==> config.mk <==
export PLATFORM = sky130hd
export DESIGN_NAME = step_counter
export DESIGN_NICKNAME = d
export VERILOG_FILES = /design/src/rtl/step_counter_pkg.sv /design/src/rtl/step_prescaler.sv /design/src/rtl/step_counter.sv
export SDC_FILE = /design/constraint.sdc
export NUM_CORES = 1
export LEC_CHECK = 0
export CORE_AREA = 10 10 47 49
export DETAILED_ROUTE_END_ITERATION = 10
export DIE_AREA = 0 0 57 59
export HOLD_SLACK_MARGIN = 0.12
export PLACE_DENSITY = 0.57
export SKIP_LAST_GASP = 1
export SYNTH_ARGS = -nofsm -noshare
export SYNTH_HDL_FRONTEND = slang
export SYNTH_SLANG_ARGS = --single-unit
==> constraint.sdc <==
create_clock -name div_clk -period 2 [get_ports div_clk]
set_input_delay 0.3 -clock div_clk [delete_from_list [all_inputs] [get_ports div_clk]]
set_output_delay 0.3 -clock div_clk [all_outputs]
set_load 0.01 [all_outputs]
==> src/rtl/step_counter_pkg.sv <==
// Shared constants for the step counter: counting modes and FSM state encoding.
package step_counter_pkg;

  localparam int MODE_WRAP    = 0;
  localparam int MODE_SAT     = 1;
  localparam int MODE_ONESHOT = 2;

  localparam logic [0:0] ST_RUN  = 1'b0;
  localparam logic [0:0] ST_DONE = 1'b1;

endpackage

==> src/rtl/step_prescaler.sv <==
// Optional prescaler for step_counter: counts enabled div_clk edges 0..PRESCALE-1
// and raises tick on the edge where the count is at PRESCALE-1.
// Only instantiated when STEP_COUNTER_PRESCALE_EN is defined.
module step_prescaler #(
  parameter int PRESCALE = 2
) (
  input  logic div_clk,
  input  logic rst,
  input  logic en,
  input  logic sclr,
  output logic tick
);

  // PRESCALE=1 degenerates to a single bit that never leaves 0, so tick follows en.
  localparam int PW = (PRESCALE > 1) ? $clog2(PRESCALE) : 1;
  localparam logic [PW-1:0] TERM = PW'(PRESCALE - 1);

  logic [PW-1:0] cnt;

  assign tick = en && (cnt == TERM);

  // Enabled-edge counter; en=0 freezes it, clear/load of the counter restarts it.
  always_ff @(posedge div_clk or posedge rst) begin
    if (rst) begin
      cnt <= '0;
    end else if (sclr) begin
      cnt <= '0;
    end else if (en) begin
      if (cnt == TERM) cnt <= '0;
      else             cnt <= cnt + 1'b1;
    end
  end

endmodule

==> src/rtl/step_counter.sv <==
// Parametrised up/down step counter on the divided clock with wrap, saturate and
// one-shot modes, terminal-count pulse and one-shot done flag.
// Optional macro STEP_COUNTER_PRESCALE_EN adds an enabled-edge prescaler
// (step_prescaler) so the count steps once every PRESCALE enabled edges.
//
// state   | meaning
// --------+-----------------------------------------------------------
// ST_RUN  | counting normally (en/dir honoured)
// ST_DONE | one-shot finished; count frozen until clr, load or rst
module step_counter
  import step_counter_pkg::*;
#(
  parameter int              WIDTH    = 4,
  parameter longint unsigned MAX_VAL  = (64'd1 << WIDTH) - 64'd1,
  parameter int              MODE     = 0,
  parameter int              PRESCALE = 2
) (
  input  logic             div_clk,
  input  logic             rst,
  input  logic             en,
  input  logic             dir,
  input  logic             clr,
  input  logic             load,
  input  logic [WIDTH-1:0] load_val,
  output logic [WIDTH-1:0] count,
  output logic             tc,
  output logic             done
);

  // Arithmetic runs one bit wider so the bound compare never sees natural overflow.
  localparam logic [WIDTH:0] MAX_EXT = MAX_VAL[WIDTH:0];

  logic [0:0]       state, state_n;
  logic [WIDTH-1:0] count_n;
  logic             tc_n;
  logic [WIDTH:0]   count_ext, sum, diff, load_ext;
  logic             tick, step;

`ifdef STEP_COUNTER_PRESCALE_EN
  step_prescaler #(
    .PRESCALE (PRESCALE)
  ) u_prescaler (
    .div_clk (div_clk),
    .rst     (rst),
    .en      (en),
    .sclr    (clr | load),
    .tick    (tick)
  );
`else
  // Without the prescaler every enabled edge steps; PRESCALE has no effect.
  assign tick = (PRESCALE > 0) ? 1'b1 : 1'b1;
`endif

  assign count_ext = {1'b0, count};
  assign load_ext  = {1'b0, load_val};
  assign sum       = count_ext + 1'b1;
  assign diff      = count_ext - 1'b1;
  assign step      = en && (state == ST_RUN) && tick;

  // Next-state decode: clr > load > step; tc is a pulse so it defaults low.
  always_comb begin
    count_n = count;
    tc_n    = 1'b0;
    state_n = state;
    if (clr) begin
      count_n = '0;
      state_n = ST_RUN;
    end else if (load) begin
      count_n = (load_ext > MAX_EXT) ? MAX_EXT[WIDTH-1:0] : load_val;
      state_n = ST_RUN;
    end else if (step) begin
      if (dir) begin
        if (count_ext == MAX_EXT) begin
          if (MODE == MODE_WRAP) begin
            count_n = '0;
            tc_n    = 1'b1;
          end else if (MODE == MODE_ONESHOT) begin
            // Already at the bound in RUN: finish on this first enabled step.
            tc_n    = 1'b1;
            state_n = ST_DONE;
          end
        end else begin
          count_n = sum[WIDTH-1:0];
          if (MODE != MODE_WRAP && sum == MAX_EXT) begin
            tc_n = 1'b1;
            if (MODE == MODE_ONESHOT) state_n = ST_DONE;
          end
        end
      end else begin
        if (count_ext == '0) begin
          if (MODE == MODE_WRAP) begin
            count_n = MAX_EXT[WIDTH-1:0];
            tc_n    = 1'b1;
          end else if (MODE == MODE_ONESHOT) begin
            tc_n    = 1'b1;
            state_n = ST_DONE;
          end
        end else begin
          count_n = diff[WIDTH-1:0];
          if (MODE != MODE_WRAP && diff == '0) begin
            tc_n = 1'b1;
            if (MODE == MODE_ONESHOT) state_n = ST_DONE;
          end
        end
      end
    end
  end

  // Registered state and outputs with asynchronous active-high reset.
  always_ff @(posedge div_clk or posedge rst) begin
    if (rst) begin
      count <= '0;
      tc    <= 1'b0;
      done  <= 1'b0;
      state <= ST_RUN;
    end else begin
      count <= count_n;
      tc    <= tc_n;
      done  <= (state_n == ST_DONE);
      state <= state_n;
    end
  end

endmodule
# Word-level counts from Yosys, hierarchy flattened
# Index checks and enable logic that the tools add are counted.
[word_totals]
regBits = 6
[classes]
n_addsub = 2
magnitude_cmp = 1
n_eq_ne = 1
mux = 15
bitwise_logic = 1
reduce_logical = 4
[op_table]
columns = ["op", "count"]
rows = [
  ["$mux W4", 7],
  ["$mux W1", 8],
  ["$logic_not A5 Y1", 1],
  ["$add A4 B1 Y4 const B", 1],
  ["$eq A4 B4 Y1 const B", 1],
  ["$gt A4 B4 Y1 const B", 1],
  ["$sub A4 B1 Y4 const B", 1],
  ["$reduce_bool A3 Y1", 1],
  ["$reduce_bool A2 Y1", 1],
  ["$logic_and A1 B1 Y1", 1],
  ["$not A1 Y1", 1],
]

# Depth between registers and ports, before layout
[logic_depth]
ltp_word = 6
mapped_depth = 6
mapped_depth_nobuf = 6

# Least setup slack after synthesis
# Ideal clock, no wire load.
[synth_timing]
kind = "reg2reg"
start = "register count[0]"
end = "register count[2]"
setup_time_ns = 0.123
t_arrival_ns = 1.322
slack_ns = 0.554
stages_incl_launch_ff = 7
path_cell_list = "dfrtp_1 inv_2 ha_1 nor2b_1 o311a_1 o21ai_1 a21oi_1"
[synth_via]
elab_chain_len = 6
[synth_lines]
columns = ["element", "line", "text"]
rows = [
  ["start, declared", "step_counter.sv:25", "output logic [WIDTH-1:0] count,"],
  ["start signal, assigned", "step_counter.sv:117", "count <= count_n;"],
  ["$sub A4 B1 Y4, or another cell as far along", "step_counter.sv:57", "assign diff = count_ext - 1'b1;"],
  ["$mux W4 (on tied branches)", "step_counter.sv:90, step_counter.sv:73", ""],
  ["$mux W4 (*)", "step_counter.sv:72", "if (dir) begin"],
  ["$mux W4 (*)", "step_counter.sv:71", "end else if (step) begin"],
  ["$mux W4 (*)", "step_counter.sv:68", "end else if (load) begin"],
  ["$mux W4 (*)", "step_counter.sv:65", "if (clr) begin"],
]
# Every way passes the cells marked *; elsewhere a longest branch is shown, timed or not. The select of a mux whose other input is x is not followed.
# A chain may end at the register's enable or synchronous reset.

# Worst setup path after layout
[layout_timing]
start = "register count[0]"
end = "output port count[0]"
# No word-level cell between the ends.

==> results.yml <==
global_route:
  met1_usage: 0.06843
  grt_max_degree: 10
  met2_usage: 0.1023
  first_global_vias: 427
  overflow: 0
  grt_pass1_wl_um: 1759
  busiest_layer: "met2"
  antenna_found_initial: 0
  met3_usage: 0.03648
  track_usage: 0.06334
final_layout:
  final_cell_mix: "clkdlybuf4s50_1 (14), nor2_1 (5), dfrtp_1 (5)"
  diodes: 0
  fillerInstances: 148
  final_area_um2: 595.6
  layout_commonest_cell: "clkdlybuf4s50_1"
  layout-drive-gt1-share: 0.1061
  utilization: 0.4250
  final_nets: 80
  seqCellArea_um2: 125.1
  syn_to_final_growth_pct: 41.25
  multi_input_area_um2: 265.3
logic_synthesis:
  synth-xor-area-share: 0.04154
  synth-compound-area-share: 0.2552
  synth_nets: 64
  yosysUniqueCellTypes: 28
  synthArstFlopShare: 1.000
  synth_adder_area_share: 0.08902
  synth_seq_cells: 5
  synth_top_family_by_area: "compound AO/OA/AOI/OAI gates"
  synthCells: 51
  ys_seq_area_frac: 0.2967
  synthMuxAreaShare: 0.05045
  synth-edff-count: 0
  ys.flop_type: "dfrtp_1"
  synthSimpleGateAreaFrac: 0.1840
  ys_warn_count: 0
  syn_area_per_cell_um2: 8.268
  syn_area_um2: 421.7
power_and_ir_drop:
  p_int_uw: 239.2
  power_switching_uw: 93.28
  pwr-share-seq: 0.361
  p_leak_nw: 0.2415
  p_sw_frac: 0.2806
  clkPwrFrac: 0.344
  pwr-share-comb: 0.295
  power.total_uw: 332.5
  power.density_nw_per_um2: 558.2
  vdd_drop_max_mv: 0.3217
job:
  maxCapViolCount: 0
worst_setup_path:
  cp_data_arrival_time_ps: 1320
  setup.worst_path.end_class: "primary output"
  critPathMaxFanout: 7
  crit_buf_inv: 1
  crit_required_ps: 1700
  critical_path.top_delay_family: "buffers and inverters"
  startpoint_type: "register"
  worst-setup-path-type: "register to primary output"
  cp_slowest_cell: "clkdlybuf4s50_1"
  cp_cell_sequence: "clkdlybuf4s50_1"
  cp_slowest_stage_delay_ps: 600
floorplan:
  ios: 16
  dieHeight_um: 59
  core-area_um2: 1401
  initial_utilization: 0.3009
  die-area_um2: 3363
  die_w_um: 57
  rows: 14
timing:
  finalClockSkew_ps: 3.199
  slew_violations: 0
  fin_crit_ps: 1624
  tns_ps: 0
  grt_setup_unrepaired: "no"
  fmax_mhz: 615.8
  hold_violations: 0
  finalSetupViolCount: 0
  finalCritPeriodShare: 0.8119
drt:
  first_iter_violations: 10
  firstDrtPassIters: 4
  via_per_inst: 4.976
  drc: 0
  wl_um: 1015
  vias: 408
  wire_per_inst_um: 12.38
  ant_nets: 0
placed_design:
  dpl_cell_area_um2: 569.3
  gp_congestion: 0.6977
  numPortBuffers: 14
cts:
  clk_path_buf_depth: 2
  post-cts-setup-buffer-count: 0
  cts_resized: 0
  numCtsBuffers: 3
  cts-htree-levels: 1
  cts_tree: "done"
  cts_sinks: 5
  clkLatencyLatePin_ps: 240
  path_clk_slew_ps: 40
  cts-root-buf: "clkbuf_4"
  hold_buffers: 0
run_status:
  status: "finished, final reports clean"
min_path:
  hold_path_class: "primary input to async pin"
==> cells in the mapped netlist, types with 2 or more instances <==
cell type	number	area share
dfrtp_1	5	0.30
nor2_1	5	0.045
a21oi_1	4	0.047
nand2_1	4	0.036
ha_1	3	0.089
o21ai_0	3	0.036
clkbuf_1	2	0.018
inv_1	2	0.018
nand2b_1	2	0.030
nor2b_1	2	0.030
xnor2_1	2	0.042
==> cell families after synthesis <==
| kind of cell | Yosys count |
|---|---|
| AO/OA/AOI/OAI | 15 |
| XOR/XNOR | 2 |
| adder cells (fa/ha/maj) | 3 |
| buffers and inverters | 7 |
| flip-flops | 5 |
| multiplexers | 2 |
| other | 1 |
| AND/OR/NAND/NOR | 16 |
==> power by group through the flow <==
stage	combinational, mW	clock [mW]	sequential (mW)
6_report	0.0981	0.114	0.120
5_1_grt	0.110	0.126	0.123
4_1_cts	0.0993	0.116	0.120
3_5_place_dp	0.0990	0	0.122
3_3_place_gp	0.0992	0	0.122
2_1_floorplan	0.0570	0	0.122
==> through the flow <==
| stage | setup slack [ps] | cells | hold WS [ps] |
|---|---|---|---|
| 2_1_floorplan | 554.4 | 51 | 78.52 |
| 3_3_place_gp | 384.1 | 78 | 514.9 |
| 3_5_place_dp | 335.3 | 78 | 518.8 |
| 4_1_cts | 370.7 | 82 | 266.0 |
| 5_1_grt | 285.2 | 82 | 283.7 |
| 6_report | 376.1 | 82 | 261.3 |
==> registers in the layout, summed over array words and instances, names as in the netlist <==
register / flops
count: 4
tc: 1
==> routing by layer <==
layer / share of wire / vias to the layer above
met5: 0 / -
met4: 0 / 0
met3: 0.072 / 0
met2: 0.47 / 15
met1: 0.46 / 184
li1: - / 209
==> worst paths after layout <==
path,from,endpoint,slack (ps),cells after the start
hold reg to reg,count[2],count[2],690,2
min in group div_clk,load_val[2],count[2],630,3
setup reg to reg,count[0],count[2],490,6
max in group asynchronous,rst,count[1],1560,2
setup / recovery,count[0],count[0],380,1
hold / removal,rst,tc,260,2
==> cell type report <==
cell class              count  share of cell area
multi-input cells          39              0.4454
repair buffers             15              0.2479
flip-flops and latches      5              0.2101
clock buffers               4             0.04412
well taps                  16             0.03361
inverters                   3             0.01891
Note: power is estimated with default switching activity, not from simulation.
